$ cat src/rtl/adc_frame_packer.sv
// Packs one 8-channel AD7606 sample set into an 11-word frame
// (header, seq, ch1..ch8, checksum) on a valid/ready stream.
module adc_frame_packer (
    input  logic        sys_clk,
    input  logic        rst_n,
    input  logic [15:0] adc_ch1_data_in,
    input  logic [15:0] adc_ch2_data_in,
    input  logic [15:0] adc_ch3_data_in,
    input  logic [15:0] adc_ch4_data_in,
    input  logic [15:0] adc_ch5_data_in,
    input  logic [15:0] adc_ch6_data_in,
    input  logic [15:0] adc_ch7_data_in,
    input  logic [15:0] adc_ch8_data_in,
    input  logic        adc_read_done,
    output logic [15:0] pkt_data,
    output logic        pkt_valid,
    input  logic        pkt_ready,
    output logic        pkt_sof,
    output logic        pkt_eof,
    output logic        busy,
    output logic [15:0] overrun_cnt
);

    localparam int unsigned DATA_W   = 16;
    localparam int unsigned NUM_CH   = 8;
    localparam int unsigned IDX_W    = 4;
    localparam int unsigned CH_W     = 3;
    localparam int unsigned LAST_IDX = 10;
    localparam logic [DATA_W-1:0] HEADER_WORD = 16'hA55A;
    localparam logic [DATA_W-1:0] CNT_MAX     = 16'hFFFF;

    typedef enum logic {IDLE, SEND} state_t;

    state_t            state, state_n;
    logic [IDX_W-1:0]  idx, idx_n;
    logic [DATA_W-1:0] sample_buf [NUM_CH];
    logic [DATA_W-1:0] buf_n      [NUM_CH];
    logic [DATA_W-1:0] adc_in     [NUM_CH];
    logic [DATA_W-1:0] seq, seq_n;
    logic [DATA_W-1:0] overrun_n;
    logic [DATA_W-1:0] data_n;
    logic              valid_n, sof_n, eof_n, busy_n;

    logic [DATA_W-1:0] chk_c;
    logic [IDX_W-1:0]  nxt_idx_c;
    logic [DATA_W-1:0] nxt_word_c;
    logic              hs_c, last_c;

    assign adc_in[0] = adc_ch1_data_in;
    assign adc_in[1] = adc_ch2_data_in;
    assign adc_in[2] = adc_ch3_data_in;
    assign adc_in[3] = adc_ch4_data_in;
    assign adc_in[4] = adc_ch5_data_in;
    assign adc_in[5] = adc_ch6_data_in;
    assign adc_in[6] = adc_ch7_data_in;
    assign adc_in[7] = adc_ch8_data_in;

    assign hs_c   = pkt_valid && pkt_ready;
    assign last_c = (idx == IDX_W'(LAST_IDX));

    // Checksum covers seq and the eight channels; buffer and seq are frozen during a frame.
    always_comb begin
        chk_c = seq;
        for (int i = 0; i < NUM_CH; i++) begin
            chk_c = chk_c + sample_buf[i];
        end
    end

    // Word that follows the one currently presented.
    always_comb begin
        nxt_idx_c  = idx + IDX_W'(1);
        nxt_word_c = '0;
        if (nxt_idx_c == IDX_W'(1)) begin
            nxt_word_c = seq;
        end else if (nxt_idx_c == IDX_W'(LAST_IDX)) begin
            nxt_word_c = chk_c;
        end else if (nxt_idx_c >= IDX_W'(2) && nxt_idx_c <= IDX_W'(9)) begin
            nxt_word_c = sample_buf[CH_W'(nxt_idx_c - IDX_W'(2))];
        end
    end

    always_ff @(posedge sys_clk or negedge rst_n) begin
        if (!rst_n) begin
            state       <= IDLE;
            idx         <= '0;
            seq         <= '0;
            overrun_cnt <= '0;
            pkt_data    <= '0;
            pkt_valid   <= 1'b0;
            pkt_sof     <= 1'b0;
            pkt_eof     <= 1'b0;
            busy        <= 1'b0;
            for (int i = 0; i < NUM_CH; i++) begin
                sample_buf[i] <= '0;
            end
        end else begin
            state       <= state_n;
            idx         <= idx_n;
            seq         <= seq_n;
            overrun_cnt <= overrun_n;
            pkt_data    <= data_n;
            pkt_valid   <= valid_n;
            pkt_sof     <= sof_n;
            pkt_eof     <= eof_n;
            busy        <= busy_n;
            sample_buf  <= buf_n;
        end
    end

    always_comb begin
        state_n   = state;
        idx_n     = idx;
        buf_n     = sample_buf;
        seq_n     = seq;
        overrun_n = overrun_cnt;
        data_n    = pkt_data;
        valid_n   = pkt_valid;
        sof_n     = pkt_sof;
        eof_n     = pkt_eof;
        busy_n    = busy;

        case (state)
            IDLE: begin
                if (adc_read_done) begin
                    buf_n   = adc_in;
                    state_n = SEND;
                    idx_n   = '0;
                    data_n  = HEADER_WORD;
                    valid_n = 1'b1;
                    sof_n   = 1'b1;
                    eof_n   = 1'b0;
                    busy_n  = 1'b1;
                end
            end
            SEND: begin
                if (hs_c && last_c) begin
                    seq_n = seq + DATA_W'(1);
                    idx_n = '0;
                    eof_n = 1'b0;
                    if (adc_read_done) begin
                        // Back-to-back: new set rides straight into the next frame.
                        buf_n  = adc_in;
                        data_n = HEADER_WORD;
                        sof_n  = 1'b1;
                    end else begin
                        state_n = IDLE;
                        data_n  = '0;
                        valid_n = 1'b0;
                        sof_n   = 1'b0;
                        busy_n  = 1'b0;
                    end
                end else begin
                    if (hs_c) begin
                        idx_n  = nxt_idx_c;
                        data_n = nxt_word_c;
                        sof_n  = 1'b0;
                        eof_n  = (nxt_idx_c == IDX_W'(LAST_IDX));
                    end
                    if (adc_read_done && overrun_cnt != CNT_MAX) begin
                        overrun_n = overrun_cnt + DATA_W'(1);
                    end
                end
            end
            default: state_n = IDLE;
        endcase
    end

endmodule

$ cat config.mk
export PLATFORM = sky130hd
export DESIGN_NAME = adc_frame_packer
export DESIGN_NICKNAME = d
export VERILOG_FILES = /design/src/rtl/adc_frame_packer.sv
export SDC_FILE = /design/constraint.sdc
export NUM_CORES = 1
export LEC_CHECK = 0
export BUFFER_PORTS_ARGS = -buffer_cell sky130_fd_sc_hd__buf_2
export CORE_MARGIN = 8
export CORE_UTILIZATION = 61
export CTS_CLUSTER_SIZE = 12
export DETAILED_ROUTE_END_ITERATION = 6
export PLACE_DENSITY = 0.84
export RECOVER_POWER = 50
export SYNTH_ARGS = -nofsm -noshare
export SYNTH_HDL_FRONTEND = slang
export SYNTH_SLANG_ARGS = --single-unit
$ cat constraint.sdc
create_clock -name sys_clk -period 9.8 [get_ports sys_clk]
set_input_delay 0.49 -clock sys_clk [delete_from_list [all_inputs] [get_ports sys_clk]]
set_output_delay 0.49 -clock sys_clk [all_outputs]
set_load 0.01 [all_outputs]
==> results of run 1 <==
## routing by layer
layer | global-route usage (%) | part of all wire (%) | vias to the layer above
li1 | - | - | 4168
met1 | 32.2 | 40 | 4460
met2 | 42.8 | 50 | 327
met3 | 5.96 | 6.7 | 66
met4 | 10.3 | 3.4 | 0
met5 | 0 | 0 | -
## cell type report
class / count / share of cell area, %
Clock buffer: 21 / 3.30
Multi-Input combinational cell: 828 / 48.3
Sequential cell: 184 / 34.5
Inverter: 145 / 4.08
Timing Repair Buffer: 177 / 6.45
Clock inverter: 10 / 0.900
Tap cell: 265 / 2.48
## how the worst max path moves through the flow
stage,endpoint,cells after the start
finish,pkt_data[11]$_DFFE_PN0P_,8
CTS,pkt_data[14]$_DFFE_PN0P_,18
floorplan,pkt_data[14]$_DFFE_PN0P_,16
global route,pkt_data[11]$_DFFE_PN0P_,8
global placement,pkt_data[14]$_DFFE_PN0P_,16
detailed placement,pkt_data[14]$_DFFE_PN0P_,18
## layout by cell type, fill, tap and decap left out, drive strengths merged, types with 11 or more instances in the layout
cell and instances:
clkbuf 59, nand2 357, nor2 27, a21oi 28
xnor2 47, inv 148, mux4 26, fa 101
ha 22, buf 139, mux2i 21, xor2 11
dfrtp 184, nand3 15, o21ai 79
## state kept, by name, indices dropped and copies added (netlist names)
register and cells:
state 1, seq 16, overrun_cnt 16, pkt_sof 1
idx 4, pkt_data 16, busy 1, pkt_eof 1
sample_buf 128
## critical path, delay by kind of cell (launching register included)
kind                       cells  cell delay (ns)
DFF                            1             0.33
adders and majority gates      1             0.86
buffers and inverters          2             2.20
AOI/OAI and AO/OA              2             0.45
xor gates and xnor gates       1             0.45
muxes                          2             0.81
## metrics by stage
step	cell area (um^2)	cells	utilization, %
6_report	13300	1630	69.3
5_1_grt	13300	1630	69.3
4_1_cts	13400	1630	69.8
3_5_place_dp	12900	1599	66.9
3_3_place_gp	12900	1599	66.9
2_1_floorplan	11900	1208	-
## logic make-up (layout without fill, tap and decap cells)
| group | after synthesis | in the layout | synth area share (%) |
|---|---|---|---|
| DFF | 184 | 184 | 38.7 |
| muxes | 51 | 51 | 7.39 |
| and+or+nand+nor | 437 | 437 | 14.9 |
| AOI/OAI and AO/OA | 159 | 159 | 8.34 |
| adders and majority gates | 123 | 123 | 19.3 |
| buffers and inverters | 196 | 353 | 6.80 |
| xor gates and xnor gates | 58 | 58 | 4.49 |
==> results_dict.tcl, run 1 <==
set metrics [dict create \
    ys_ff_latch 184 \
    cts.sinks 184 \
    start_kind "flop" \
    grt_max_degree 116 \
    tritoncts.num_buffers 17 \
    clk_transition_reported_paths_ns 0.07 \
    cts_hold_buffers 0 \
    run_status "complete, but fails checks" \
    grt.overflow.total 0 \
    holdCritPathClass "in -> reg" \
    die_h_um 156 \
    worst_ep_required_time_ns 10.11 \
    fmax_ghz 0.191 \
    synthDistinctLibCells 58 \
    clock_insertion_delay_worst_skew_ns 0.43 \
    clock_tree.htree_level_count 4 \
    groute.usage.overall_pct 25.8 \
    synth.cell_area_um2 11900 \
    grt_setup_unrepaired "no" \
    reg2reg_setup_slack_ns 4.55 \
    nNetsFinal 1608 \
    worst_hold_path.num_cells 3 \
    final.hold.worst_slack_ns 0.243 \
    critical_path.slowest_cell "clkbuf_1" \
    dp.final_hpwl_mm 21.5 \
    count_of_maximum_capacitance_violations 2 \
    timing.critical_path.slowest_cell_delay_ns 1.81 \
    worstHoldStart "adc_ch3_data_in[13]" \
    antenna_found_initial 0 \
    core_region_area_um2 19300 \
    area_growth_from_synthesis_to_layout_pct 12.3 \
    r2r-end "pkt_data[11]$_DFFE_PN0P_" \
    setup_skew_ns 0.0103 \
    dominantRegCellSynth "dfrtp_1" \
    post-route-worst-setup-slack_ns 4.55 \
    first_global_vias 9772 \
    rows 51 \
    synth_fp_nets 1463 \
    synth_async_sr_flop_share_pct 100 \
    cts_setup_buffers 0 \
    synth.yosys.seq_area_share_pct 38.7 \
    netlist_instances 1208 \
    synthesis.yosys.warnings 0 \
    worstPathCellList "clkbuf_1 -> ha_1 -> xnor2_2 -> buf_4 -> mux4_2 -> mux2i_1 -> o221ai_1 -> a32o_1" \
    critical_path.reg2reg.startpoint "idx[0]$_DFFE_PN0P_" \
    number_of_vias_in_the_routed_layout 9021 \
    synth.top_cell.area_share_pct 38.7 \
    min_period_over_period_pct 53.5 \
    cts-root-buf "clkbuf_16" \
    ys_top_cells_by_area "dfrtp_1 (39%), fa_1 (17%), nand2_1 (11%)" \
    antenna_cells_inserted 0 \
    violations "capacitance limit, slew limit" \
    design.portCount 168 \
    min_to "sample_buf[93]$_DFFE_PN0P_" \
    synth.most_common_cell "nand2_1" \
    drc_errors 0 \
    biggest_area_consumer_among_synthesized_cells "dfrtp_1" \
    worst_slew_pin_slew_ns 4.18 \
    end_kind "flop" \
    timing.final.setup_violations 0 \
    worstPathArrival_ns 5.56 \
    via_per_inst 5.53 \
    final_period_minus_worst_setup_slack_ns 5.25 \
    timing.critical_path.from "idx[0]$_DFFE_PN0P_" \
    finalHoldViolations 0 \
    multi_input_area_um2 6450 \
    initial_utilization_pct 61.7 \
    slew_headroom_pct -178 \
    placement.io_buffers 167 \
    post_synth.cell_area_avg_um2 9.84 \
    drtAntennaViolNets 0 \
    routed_wl_mm 29.5 \
    initial_drc_count 685 \
    drt_first_pass_iters 5 \
    cts_repair_resize_count 0 \
    tritoncts "yes" \
    dieWidth_um 156 \
    die_area_um2 24200 \
    drive_gt1_share_pct 14.6 \
    fill_cells 1471 \
    register_area_um2 4600 \
    synth_common_cells "nand2_1 (357), dfrtp_1 (184), inv_1 (145), fa_1 (101), o21ai_0 (75)" \
    gpl.final_weighted_congestion 0.925 \
    pre_cts_slack_ns 5.17 \
    cp_max_fo 35 \
    clock_tree.buffer_depth 2 \
    synth-edff-count 0 \
    path_class "reg -> reg" \
    reg2reg_depth 8 \
    slew_viol_final 116 \
    setup_total_negative_slack_ns 0 \
    first_pass_grt_wire_length_mm 48.9 \
    wl_per_cell_um 18.1 \
]
Power of run 1 is not shown: default switching activity piles up to over one toggle a cycle in this logic, so the estimate is an artifact.
==> run 2: changes to the inputs <==
--- a/config.mk
+++ b/config.mk
@@ -7,10 +7,10 @@
 export LEC_CHECK = 0
 export BUFFER_PORTS_ARGS = -buffer_cell sky130_fd_sc_hd__buf_2
 export CORE_MARGIN = 8
-export CORE_UTILIZATION = 61
+export CORE_UTILIZATION = 53
 export CTS_CLUSTER_SIZE = 12
 export DETAILED_ROUTE_END_ITERATION = 6
-export PLACE_DENSITY = 0.84
+export PLACE_DENSITY = 0.78
 export RECOVER_POWER = 50
 export SYNTH_ARGS = -nofsm -noshare
 export SYNTH_HDL_FRONTEND = slang
==> constraint.sdc (replaced) <==
create_clock -name sys_clk -period 4.4 [get_ports sys_clk]
set_input_delay 0.22 -clock sys_clk [delete_from_list [all_inputs] [get_ports sys_clk]]
set_output_delay 0.22 -clock sys_clk [all_outputs]
set_load 0.01 [all_outputs]
==> results_dict.tcl, run 2 (same netlist as run 1, synthesis figures left out) <==
set metrics [dict create \
    initial_drc_count 890 \
    most_common_cell_after_layout_fill_and_taps_aside "nand2_1" \
    path_class "reg -> reg" \
    rows 55 \
    largest_reg_flops 128 \
    grt.overflow.total 0 \
    drive_gt1_share_pct 17.2 \
    cts.sinks 184 \
    first_global_vias 10600 \
    registers.top_by_ff_count "sample_buf" \
    finalHoldViolations 0 \
    worstPathArrival_ns 4.71 \
    drc_errors 0 \
    die_h_um 166 \
    grt_setup_unrepaired "yes" \
    die_area_um2 27500 \
    run_status "complete, but fails checks" \
    clock_tree.htree_level_count 4 \
    placement.io_buffers 167 \
    cp_max_fo 3 \
    initial_utilization_pct 53.2 \
    worst_slew_pin_slew_ns 2.68 \
    setup_skew_ns 0.00777 \
    placed_inst_area_um2 13200 \
    cts-root-buf "clkbuf_16" \
    end_kind "flop" \
    reg2reg_depth 16 \
    antenna_found_initial 1 \
    count_of_maximum_capacitance_violations 1 \
    mostFrequentLayoutCells "nand2_1 (356), dfrtp_1 (184), inv_1 (141), buf_2 (132), dlygate4sd3_1 (103)" \
    area_growth_from_synthesis_to_layout_pct 24.8 \
    worst_ep_required_time_ns 4.72 \
    drtAntennaViolNets 0 \
    timing.final.setup_violations 0 \
    worst_hold_path.num_cells 3 \
    dieWidth_um 166 \
    routed_wl_mm 33.6 \
    design.portCount 168 \
    violations "capacitance limit, slew limit" \
    clock_insertion_delay_worst_skew_ns 0.44 \
    via_per_inst 5.44 \
    drt_first_pass_iters 5 \
    tritoncts "yes" \
    grt_max_degree 103 \
    groute.usage.overall_pct 25.0 \
    slew_viol_final 103 \
    cell_count_after_placement 1650 \
    core_region_area_um2 22400 \
    final_period_minus_worst_setup_slack_ns 4.39 \
    tritoncts.num_buffers 17 \
    clock_tree.buffer_depth 2 \
    min_period_over_period_pct 99.9 \
    fmax_ghz 0.228 \
    slew_headroom_pct -78.9 \
    nNetsFinal 1748 \
    holdCritPathClass "in -> reg" \
    first_pass_grt_wire_length_mm 54.7 \
    dp.final_hpwl_mm 23.0 \
    gpl.final_weighted_congestion 0.900 \
    layoutNonFillerInstCount 1790 \
    postLayoutCellArea_um2 14800 \
    number_of_vias_in_the_routed_layout 9731 \
    start_kind "flop" \
    wl_per_cell_um 18.8 \
    clk_transition_reported_paths_ns 0.07 \
]
run 2: repair_timing:
action,CTS,global route
buffers inserted,1,5
hold buffers,102,1
endpoints found under the hold margin,201,1
setup endpoints to repair,6,9
resized for setup,8,17
pin swaps,15,23
run 2: cell type report:
cell class	count	area, um^2
diodes	1	2.50
clock buffers	22	464
clock inverters	8	123
fillers	1612	7530
inverters	145	544
multi-input cells	828	6560
flip-flops and latches	184	4600
well taps	285	357
repair buffers	317	2180
run 2: path summary, 6_finish.rpt:
check	from	to	slack, ns
max in group asynchronous	rst_n	pkt_data[15]$_DFFE_PN0P_	0.93
max	sample_buf[19]$_DFFE_PN0P_	pkt_data[13]$_DFFE_PN0P_	0.006
min	adc_ch5_data_in[1]	sample_buf[49]$_DFFE_PN0P_	0.008
min reg2reg	pkt_data[0]$_DFFE_PN0P_	pkt_data[0]$_DFFE_PN0P_	0.49
min in group asynchronous	rst_n	sample_buf[36]$_DFFE_PN0P_	1.14
max reg2reg	sample_buf[19]$_DFFE_PN0P_	pkt_data[13]$_DFFE_PN0P_	0.006
run 2: stage by stage:
step	utilization (%)	hold slack, ns	setup TNS (ns)	worst slack [ns]
2_1_floorplan	-	-0.0756	0	0.0931
3_3_place_gp	58.8	0.408	-0.0173	-0.0173
3_5_place_dp	58.8	0.411	-0.111	-0.0678
4_1_cts	66.2	0.000390	0	0.00703
5_1_grt	66.3	0.0107	-0.717	-0.172
6_report	66.3	0.00828	0	0.00628
run 2: routing by layer:
layer / vias to the layer above / share of wire, % / global-route usage [%]
li1: 4435 / - / -
met1: 4784 / 40 / 30.2
met2: 408 / 49 / 41.3
met3: 104 / 7.2 / 6.06
met4: 0 / 4.5 / 12.6
met5: - / 0 / 0
run 2: worst max-delay path, cell delays in order (launching register included):
cell and delay [ns]:
dfrtp_1 0.37, inv_1 0.09, fa_2 0.58, inv_2 0.04, fa_1 0.47, fa_1 0.54
inv_2 0.05, fa_1 0.55, inv_2 0.06, ha_4 0.20, a21o_1 0.22, a221oi_2 0.28
o31ai_1 0.13, a21oi_2 0.22, xnor2_1 0.13, a221oi_2 0.25, o21ai_1 0.09
Power of run 2 is left out for the same reason.
